**src/rtl/dcache_pkg.sv**
```systemverilog
// Shared request type and byte-merge helpers for the data-cache request queue.
package dcache_pkg;

  localparam int DC_ADDR_W = 32;
  localparam int DC_DATA_W = 32;
  localparam int DC_BE_W   = DC_DATA_W / 8;

  typedef struct packed {
    logic [DC_ADDR_W-1:0] addr;
    logic [DC_DATA_W-1:0] wdata;
    logic [DC_BE_W-1:0]   byteen;
  } dcache_req_t;

  typedef struct packed {
    logic [DC_DATA_W-1:0] data;
    logic [DC_BE_W-1:0]   be;
  } merge_result_t;

  // An all-zero byte-enable mask marks a load.
  function automatic logic is_store(input logic [DC_BE_W-1:0] byteen);
    return |byteen;
  endfunction

  function automatic merge_result_t merge_bytes(
    input logic [DC_DATA_W-1:0] old_data,
    input logic [DC_BE_W-1:0]   old_be,
    input logic [DC_DATA_W-1:0] new_data,
    input logic [DC_BE_W-1:0]   new_be
  );
    merge_result_t res;
    res.data = old_data;
    for (int b = 0; b < DC_BE_W; b++) begin
      if (new_be[b]) res.data[b*8 +: 8] = new_data[b*8 +: 8];
    end
    res.be = old_be | new_be;
    return res;
  endfunction

endpackage

```
**src/rtl/dcache_req_queue.sv**
```systemverilog
// In-order load/store queue in front of the data cache with fall-through,
// tail store coalescing, flush and occupancy status.
module dcache_req_queue
  import dcache_pkg::*;
#(
  parameter int DEPTH        = 8,
  parameter int ADDR_W       = DC_ADDR_W,
  parameter int DATA_W       = DC_DATA_W,
  parameter int BE_W         = DATA_W / 8,
  parameter int FALL_THROUGH = 1,
  parameter int MERGE_EN     = 1,
  parameter int AF_THRESH    = DEPTH - 2
) (
  input  logic                       i_clk,
  input  logic                       i_rst,
  input  logic                       i_flush,
  input  logic                       i_req_valid,
  output logic                       o_req_ready,
  input  logic [ADDR_W-1:0]          i_req_addr,
  input  logic [DATA_W-1:0]          i_req_wdata,
  input  logic [BE_W-1:0]            i_req_byteen,
  output logic                       o_cache_valid,
  input  logic                       i_cache_ready,
  output logic [ADDR_W-1:0]          o_cache_addr,
  output logic [DATA_W-1:0]          o_cache_wdata,
  output logic [BE_W-1:0]            o_cache_byteen,
  output logic [$clog2(DEPTH+1)-1:0] o_count,
  output logic                       o_empty,
  output logic                       o_full,
  output logic                       o_almost_full
);

  localparam int PTR_W = $clog2(DEPTH);
  localparam int CNT_W = $clog2(DEPTH + 1);
  localparam int OFF_W = (BE_W > 1) ? $clog2(BE_W) : 0;
  localparam logic [CNT_W-1:0] DEPTH_C = CNT_W'(DEPTH);
  localparam logic [CNT_W-1:0] AF_C    = CNT_W'(AF_THRESH);
  localparam logic [CNT_W-1:0] ONE_C   = CNT_W'(1);

  logic [ADDR_W-1:0] mem_addr  [DEPTH];
  logic [DATA_W-1:0] mem_wdata [DEPTH];
  logic [BE_W-1:0]   mem_be    [DEPTH];

  logic [PTR_W-1:0] rd_ptr;
  logic [PTR_W-1:0] wr_ptr;
  logic [PTR_W-1:0] tail_ptr;
  logic [CNT_W-1:0] count;

  logic is_empty;
  logic is_full;
  logic push;
  logic pop;
  logic pop_stored;
  logic bypass;
  logic do_merge;
  logic do_write;
  logic tail_store;
  logic same_word;

  logic [DATA_W-1:0] merged_data;
  logic [BE_W-1:0]   merged_be;

  assign tail_ptr = wr_ptr - 1'b1;
  assign is_empty = (count == '0);
  assign is_full  = (count == DEPTH_C);

  // Use the shared helpers when the widths line up with the package types.
  if (DATA_W == DC_DATA_W) begin : g_pkg_merge
    merge_result_t mres;
    assign mres        = merge_bytes(mem_wdata[tail_ptr], mem_be[tail_ptr],
                                     i_req_wdata, i_req_byteen);
    assign merged_data = mres.data;
    assign merged_be   = mres.be;
    assign tail_store  = is_store(mem_be[tail_ptr]);
  end else begin : g_generic_merge
    always_comb begin
      merged_data = mem_wdata[tail_ptr];
      for (int b = 0; b < BE_W; b++) begin
        if (i_req_byteen[b]) merged_data[b*8 +: 8] = i_req_wdata[b*8 +: 8];
      end
    end
    assign merged_be  = mem_be[tail_ptr] | i_req_byteen;
    assign tail_store = |mem_be[tail_ptr];
  end

  assign same_word = (mem_addr[tail_ptr][ADDR_W-1:OFF_W] == i_req_addr[ADDR_W-1:OFF_W]);

  always_comb begin
    o_req_ready    = !is_full && !i_flush && !i_rst;
    push           = i_req_valid && o_req_ready;
    o_cache_valid  = 1'b0;
    o_cache_addr   = mem_addr[rd_ptr];
    o_cache_wdata  = mem_wdata[rd_ptr];
    o_cache_byteen = mem_be[rd_ptr];
    if (!is_empty) begin
      o_cache_valid = !i_flush;
    end else if (FALL_THROUGH != 0) begin
      o_cache_valid  = push;
      o_cache_addr   = i_req_addr;
      o_cache_wdata  = i_req_wdata;
      o_cache_byteen = i_req_byteen;
    end
    pop        = o_cache_valid && i_cache_ready;
    pop_stored = pop && !is_empty;
    bypass     = (FALL_THROUGH != 0) && is_empty && push && pop;
    // Popping the only entry while coalescing into it would lose the new bytes.
    do_merge   = (MERGE_EN != 0) && push && (|i_req_byteen) && !is_empty &&
                 tail_store && same_word && !((count == ONE_C) && pop);
    do_write   = push && !do_merge && !bypass;
  end

  always_ff @(posedge i_clk) begin
    if (i_rst || i_flush) begin
      rd_ptr <= '0;
      wr_ptr <= '0;
      count  <= '0;
    end else begin
      if (do_write)   wr_ptr <= wr_ptr + 1'b1;
      if (pop_stored) rd_ptr <= rd_ptr + 1'b1;
      case ({do_write, pop_stored})
        2'b10:   count <= count + ONE_C;
        2'b01:   count <= count - ONE_C;
        default: count <= count;
      endcase
    end
  end

  // Entry storage has no reset; push is already blocked during reset and flush.
  always_ff @(posedge i_clk) begin
    if (do_write) begin
      mem_addr[wr_ptr]  <= i_req_addr;
      mem_wdata[wr_ptr] <= i_req_wdata;
      mem_be[wr_ptr]    <= i_req_byteen;
    end
    if (do_merge) begin
      mem_wdata[tail_ptr] <= merged_data;
      mem_be[tail_ptr]    <= merged_be;
    end
  end

  assign o_count       = count;
  assign o_empty       = is_empty;
  assign o_full        = is_full;
  assign o_almost_full = (count >= AF_C);

endmodule

```
**config.mk**
```make
export PLATFORM = sky130hd
export DESIGN_NAME = dcache_req_queue
export DESIGN_NICKNAME = d
export VERILOG_FILES = /design/src/rtl/dcache_pkg.sv /design/src/rtl/dcache_req_queue.sv
export SDC_FILE = /design/constraint.sdc
export NUM_CORES = 1
export LEC_CHECK = 0
export BUFFER_PORTS_ARGS = -buffer_cell sky130_fd_sc_hd__buf_2
export CORE_MARGIN = 2
export CORE_UTILIZATION = 45
export CTS_CLUSTER_SIZE = 30
export DETAILED_ROUTE_END_ITERATION = 6
export GPL_ROUTABILITY_DRIVEN = 0
export PLACE_DENSITY_LB_ADDON = 0.2
export SETUP_SLACK_MARGIN = 0.02
export SLEW_MARGIN = 30
export SYNTH_ARGS = -nofsm -noshare
export SYNTH_HDL_FRONTEND = slang
export SYNTH_SLANG_ARGS = --single-unit
```
**constraint.sdc**
```tcl
create_clock -name i_clk -period 8.3 [get_ports i_clk]
set_clock_uncertainty 0.05 [all_clocks]
set_input_delay 1.245 -clock i_clk [delete_from_list [all_inputs] [get_ports i_clk]]
set_output_delay 1.245 -clock i_clk [all_outputs]
set_load 0.05 [all_outputs]
```
==> results of run 1 <==
==> stage by stage <==
stage,util,setup WS [ps]
6_report,0.517,1630
5_1_grt,0.517,987
4_1_cts,0.516,1580
3_3_place_gp,0.481,1880
2_1_floorplan,-,1130
3_5_place_dp,0.482,1590
==> path summary, 6_finish.rpt <==
path                     startpoint                   endpoint  slack [ps]  cells after the start
max reg2reg  wr_ptr[0]$_SDFFE_PP0P_  mem_addr[4][28]$_DFFE_PP_        1630                     12
min          rd_ptr[2]$_SDFFE_PP0P_     rd_ptr[2]$_SDFFE_PP0P_         480                      2
max          wr_ptr[0]$_SDFFE_PP0P_  mem_addr[4][28]$_DFFE_PP_        1630                     12
min reg2reg  rd_ptr[2]$_SDFFE_PP0P_     rd_ptr[2]$_SDFFE_PP0P_         480                      2
==> power groups by stage <==
stage / Combinational, mW / Clock (mW) / Sequential (mW)
floorplan: 0.238 / 0 / 3.16
global placement: 0.368 / 0 / 3.16
detailed placement: 0.373 / 0 / 3.16
CTS: 0.374 / 2.63 / 3.10
global route: 0.398 / 2.73 / 3.10
finish: 0.371 / 2.57 / 3.10
==> Yosys cell counts (all sizes together), types with 13 or more instances <==
library cell    n
buf            52
o21ai          92
xnor2          35
clkbuf         41
edfxtp        544
a31o           28
inv            18
nand2          96
mux2i          97
mux4          186
xor2           18
nor2           20
dfxtp          13
==> state kept, by name, indices dropped and copies added, names as in the netlist, named ones only <==
name       cells
wr_ptr         3
o_count        4
mem_be        32
mem_wdata    256
rd_ptr         3
mem_addr     256
==> cells by family (layout without fill, tap and decap cells) <==
group,Yosys count,count (layout)
buf+inv,113,315
xor+xnor,53,53
mux,286,286
compound gates,166,166
fa+ha+maj,8,8
other cells,0,3
simple gates,177,177
flops,557,557
==> metal layers <==
layer | vias to the layer above | global-route usage | wire length, um | part of all wire
met1 | 6976 | 0.301 | 25700 | 0.44
met4 | 8 | 0.0663 | 1570 | 0.027
met5 | - | 0 | 45 | 0.00077
li1 | 5891 | - | - | -
met2 | 479 | 0.320 | 27500 | 0.47
met3 | 105 | 0.0351 | 3860 | 0.066
==> cell usage in the layout, fill, tap and decap left out, drive strengths merged, types with 12 or more instances in the layout <==
master	synthesis	routed
mux4	186	186
xnor2	35	35
edfxtp	544	544
nor2	20	20
inv	18	21
xor2	18	18
clkinv	2	32
nor3	12	12
mux2i	97	97
clkbuf	41	65
a31o	28	28
o21ai	92	92
nand2	96	96
buf	52	186
dfxtp	13	13
==> critical path: cells and delay by family, from the launching register on <==
kind / cells / cell delay, ps
buf+inv: 4 / 2090
flops: 1 / 710
compound gates: 2 / 520
fa+ha+maj: 1 / 740
simple gates: 5 / 1990
==> final cells by class <==
class	count	area share
Clock inverter	44	0.0151
Tap cell	704	0.0311
Multi-Input combinational cell	690	0.274
Timing Repair Buffer	186	0.0379
Antenna cell	3	0.000265
Inverter	20	0.00270
Clock buffer	65	0.0522
Sequential cell	557	0.587
==> impl_metrics.toml, run 1 <==
[route]
postRouteAntennaNets = 0
drt-total-wl_um = 58700
via_count = 13500
vias_per_cell = 5.93
routedWlPerCell_um = 25.9
firstDrtPassIters = 5
drc = 0
drtIter0Drc = 1089

[setup_path]
start_kind = "flip-flop"
crit_path_frequent_cell = "clkinv_1"
cpPeakStageDelay_ps = 920
crit_type = "reg2reg"
crit_chain = "clkinv_1 > ha_2 > clkinv_1 > nor2_1 > a22o_1 > nor3_1 > or4b_1 > a211oi_1 > nor4b_4 > buf_4 > or4_1 > clkinv_2"
arrival_ps = 6720
cp-end-kind = "flip-flop"
required_ps = 8360
cp_slowest_cell = "nor2_1"
crit_path_max_fanout = 43

[synthesis]
netlist_area_sq_um = 24800
yosys_warnings = 0
synthCells = 1360
avgSynthCellArea_sq_um = 18.2
synth_compound_area_frac = 0.0427
synthesis.nets = 1441
async_flop_share = 0
yosysTopAreaCell = "edfxtp_1"
synth_cell_types = 57
synthXorXnorAreaFrac = 0.0195
synth_simple_gate_area_frac = 0.0339
synth-seq-area-share = 0.670
synth_top_family_by_area = "multiplexers"
yosys.area.top_type_share = 0.659
synthMuxAreaShare = 0.210
synth_adder_area_share = 0.00404
synth_area_leaders = "edfxtp_1, mux4_2, mux2i_1"
synth_edf_count = 544
ys_ff_latch = 557
synth_top_flop_cell = "edfxtp_1"

[timing]
finalHoldViolCount = 0
fmax_ghz = 0.150
setup_viol = 0
period_minus_slack_ps = 6670
worstMarginPinSlew_ps = 959
min_period_over_period = 0.803
setup-tns-final_ps = 0
whs_ps = 481
finalMaxSlewViolations = 0
rsz0062_at_grt = "false"
slew_headroom = 0.360

[pwr]
clkPwrFrac = 0.426
cellPowerDensity_nw_per_um2 = 213
p_leak_nw = 9.10
vdd_drop_max_mv = 0.158
p_sw_mw = 1.34
pwr-share-seq = 0.513
finalPower_mw = 6.04
swShare = 0.222
internal_power_mw = 4.70
power_frac_comb = 0.061

[clocking]
cts_hold_buf = 0
post_cts_buffers = 0
clk_latency_ps = 620
cts_made_buffers = 58
post_cts_resized = 0
clockBufferDepth = 3
htree_levels = 2
cts_tree = "yes"
clkSinkCount = 557
cts_root_buf = "clkbuf_16"
clk_pin_slew_ps = 60

[floorplanning]
die_area_sq_um = 57000
core-area_sq_um = 54800
rows = 86
start_util = 0.452
ios = 150
die_h_um = 239
die_w_um = 239

[layout]
finalNonFillerCells = 2269
final_nets = 1594
regArea_sq_um = 16600
area_growth_syn_to_layout_pct = 14.2
final_area_sq_um = 28300
multi_input_area_sq_um = 7760
fillers = 4380
drive_above_1_share = 0.322

[job]
drv_cap = 0

[global_routing]
grt_use_total = 0.207
antenna_found_initial = 7
grt_pass1_wl_um = 87000
gr-total-overflow = 0
grt_pass1_vias = 13600
grt_max_degree = 92

[placed_design]
dp.cells = 2157
placed_area_sq_um = 26400
portBuffers = 149
hpwlAfterDp_um = 37200

[worst_hold_path]
min-delay-path-class = "reg2reg"

[run_status]
status = "finished, final reports clean"
Note: power is estimated with default switching activity, not from simulation.
==> run 2, diff against run 1 <==
==> constraint.sdc (replaced) <==
create_clock -name i_clk -period 6.48 [get_ports i_clk]
set_clock_uncertainty 0.05 [all_clocks]
set_input_delay 0.972 -clock i_clk [delete_from_list [all_inputs] [get_ports i_clk]]
set_output_delay 0.972 -clock i_clk [all_outputs]
set_load 0.05 [all_outputs]
==> run 2 against run 1 <==
Against the previous run:
- routed wire length down 0.61%
- largest cell class unchanged
- maximum frequency up 22%
- highest routed layer unchanged
- final area up 0.16%
- sequential share of layout area down 0.096 points
- critical path depth up 1
==> impl_metrics.toml, run 2 (synthesis results as in run 1) <==
[pwr]
p_leak_nw = 9.13
vdd_drop_max_mv = 0.228
cellPowerDensity_nw_per_um2 = 275

[setup_path]
crit_path_max_fanout = 60
crit_family = "buffers and inverters"
cp_slowest_cell = "dfxtp_4"
cpPeakStageDelay_ps = 690
worst-path-buf-inv = 5
cp-startpoint = "wr_ptr[0]$_SDFFE_PP0P_"
start_kind = "flip-flop"
critPathCapture = "mem_addr[4][15]$_DFFE_PP_"
crit_type = "reg2reg"
required_ps = 6520
r2r_slack_ps = 1010
r2r_cells = 13
r2r_end = "mem_addr[4][15]$_DFFE_PP_"
reg2reg_from = "wr_ptr[0]$_SDFFE_PP0P_"
cp-end-kind = "flip-flop"
arrival_ps = 5510
crit_cells = 13
crit_path_frequent_cell = "buf_4"
crit_chain = "clkinv_1 > buf_4 > ha_2 > buf_12 > mux4_2 > xor2_1 > o31ai_1 > o2111a_1 > nand3_1 > nor4b_4 > buf_4 > or4_1 > clkinv_2"

[timing]
period_minus_slack_ps = 5470
setup_viol = 0
min_period_over_period = 0.844
fmax_ghz = 0.183
slew_headroom = 0.423
worstMarginPinSlew_ps = 866
finalMaxSlewViolations = 0
rsz0062_at_grt = "false"
finalHoldViolCount = 0

[clocking]
clockBufferDepth = 3
cts_root_buf = "clkbuf_16"
cts_hold_buf = 0
clk_pin_slew_ps = 60
clkSinkCount = 557
post_cts_buffers = 0
htree_levels = 2
clk_latency_ps = 610
cts_tree = "yes"
post_cts_resized = 0
cts_made_buffers = 56

[route]
via_count = 13400
wl_met2_um = 28300
firstDrtPassIters = 5
drt-total-wl_um = 58400
top_layer = "met5"
dr_wl_met3_um = 3350
drc = 0
postRouteAntennaNets = 0
wl_met1_um = 25200
drtIter0Drc = 1254
routedWlPerCell_um = 25.8
vias_per_cell = 5.92

[layout]
fillers = 4343
final_core_util = 0.518
area_growth_syn_to_layout_pct = 14.4
finalNonFillerCells = 2264
layout_commonest_cell = "edfxtp_1"
drive_above_1_share = 0.319
reg_top3 = "mem_addr x256, mem_wdata x256, mem_be x32"
final_cell_mix = "edfxtp_1, mux4_2, buf_2"
final_nets = 1595
final_area_sq_um = 28400

[floorplanning]
rows = 86
die_w_um = 239
start_util = 0.452
core-area_sq_um = 54800
die_area_sq_um = 57000
ios = 150
die_h_um = 239

[global_routing]
antenna_found_initial = 3
grt_max_degree = 95
grt_pass1_vias = 13600
gr-total-overflow = 0
grt_use_total = 0.207
grt_pass1_wl_um = 87500

[worst_hold_path]
worstHoldStart = "rd_ptr[2]$_SDFFE_PP0P_"
min-delay-path-class = "reg2reg"
whs_path_depth = 2

[placed_design]
dp.cells = 2160
placed_area_sq_um = 26400
hpwlAfterDp_um = 36700
portBuffers = 149

[job]
drv_cap = 0

[run_status]
status = "finished, final reports clean"
[run 2: cell count changes in the layout (fill, tap and decap cells not counted), sizes merged, moves of 3 or more]
cell | before | now
buf | 186 | 189
bufinv | 7 | 10
clkbuf | 65 | 73
clkinv | 32 | 21
clkinvlp | 4 | 1
inv | 21 | 18
[run 2: routing by layer]
metal,global-route usage,up-vias
met1,0.291,6976
li1,-,5886
met4,0.0689,4
met5,0,-
met3,0.0381,93
met2,0.328,446
[run 2: through the flow]
step / TNS, ps / power, mW / setup WS (ps) / hold WS (ps)
floorplan: -98370 / 4.35 / -539 / 435
global placement: 0 / 4.52 / 1180 / 447
detailed placement: 0 / 4.53 / 1220 / 466
CTS: 0 / 7.88 / 1200 / 493
global route: 0 / 8.04 / 749 / 520
finish: 0 / 7.81 / 1010 / 486
[run 2: area by class of cell]
cell class              instances  area, sq um  share of cell area
diodes                          1         2.50           0.0000882
clock buffers                  73         1490              0.0524
repair buffers                189         1120              0.0395
inverters                      20         77.6             0.00274
clock inverters                30          425              0.0150
well taps                     704          881              0.0311
flip-flops and latches        557        16600               0.586
multi-input cells             690         7750               0.273
[run 2: power breakdown]
group / switching, mW / internal (mW)
clock network: 1.34 / 2.01
logic: 0.343 / 0.137
registers: 0.00859 / 3.96
[run 2: worst min path at each step]
stage	to	slack, ps
after floorplan	flip-flop	430
after CTS	rd_ptr[2]$_SDFFE_PP0P_	490
final	rd_ptr[2]$_SDFFE_PP0P_	490
after global placement	flip-flop	450
after global routing	flip-flop	520
after detailed placement	flip-flop	470
[run 2: worst reg2reg max path, cell delays in order, from the launching register on]
cell and delay [ps]:
dfxtp_4 690, clkinv_1 150, buf_4 200, ha_2 360, buf_12 310, mux4_2 450
xor2_1 180, o31ai_1 570, o2111a_1 290, nand3_1 110, nor4b_4 290, buf_4 310
or4_1 270, clkinv_2 690
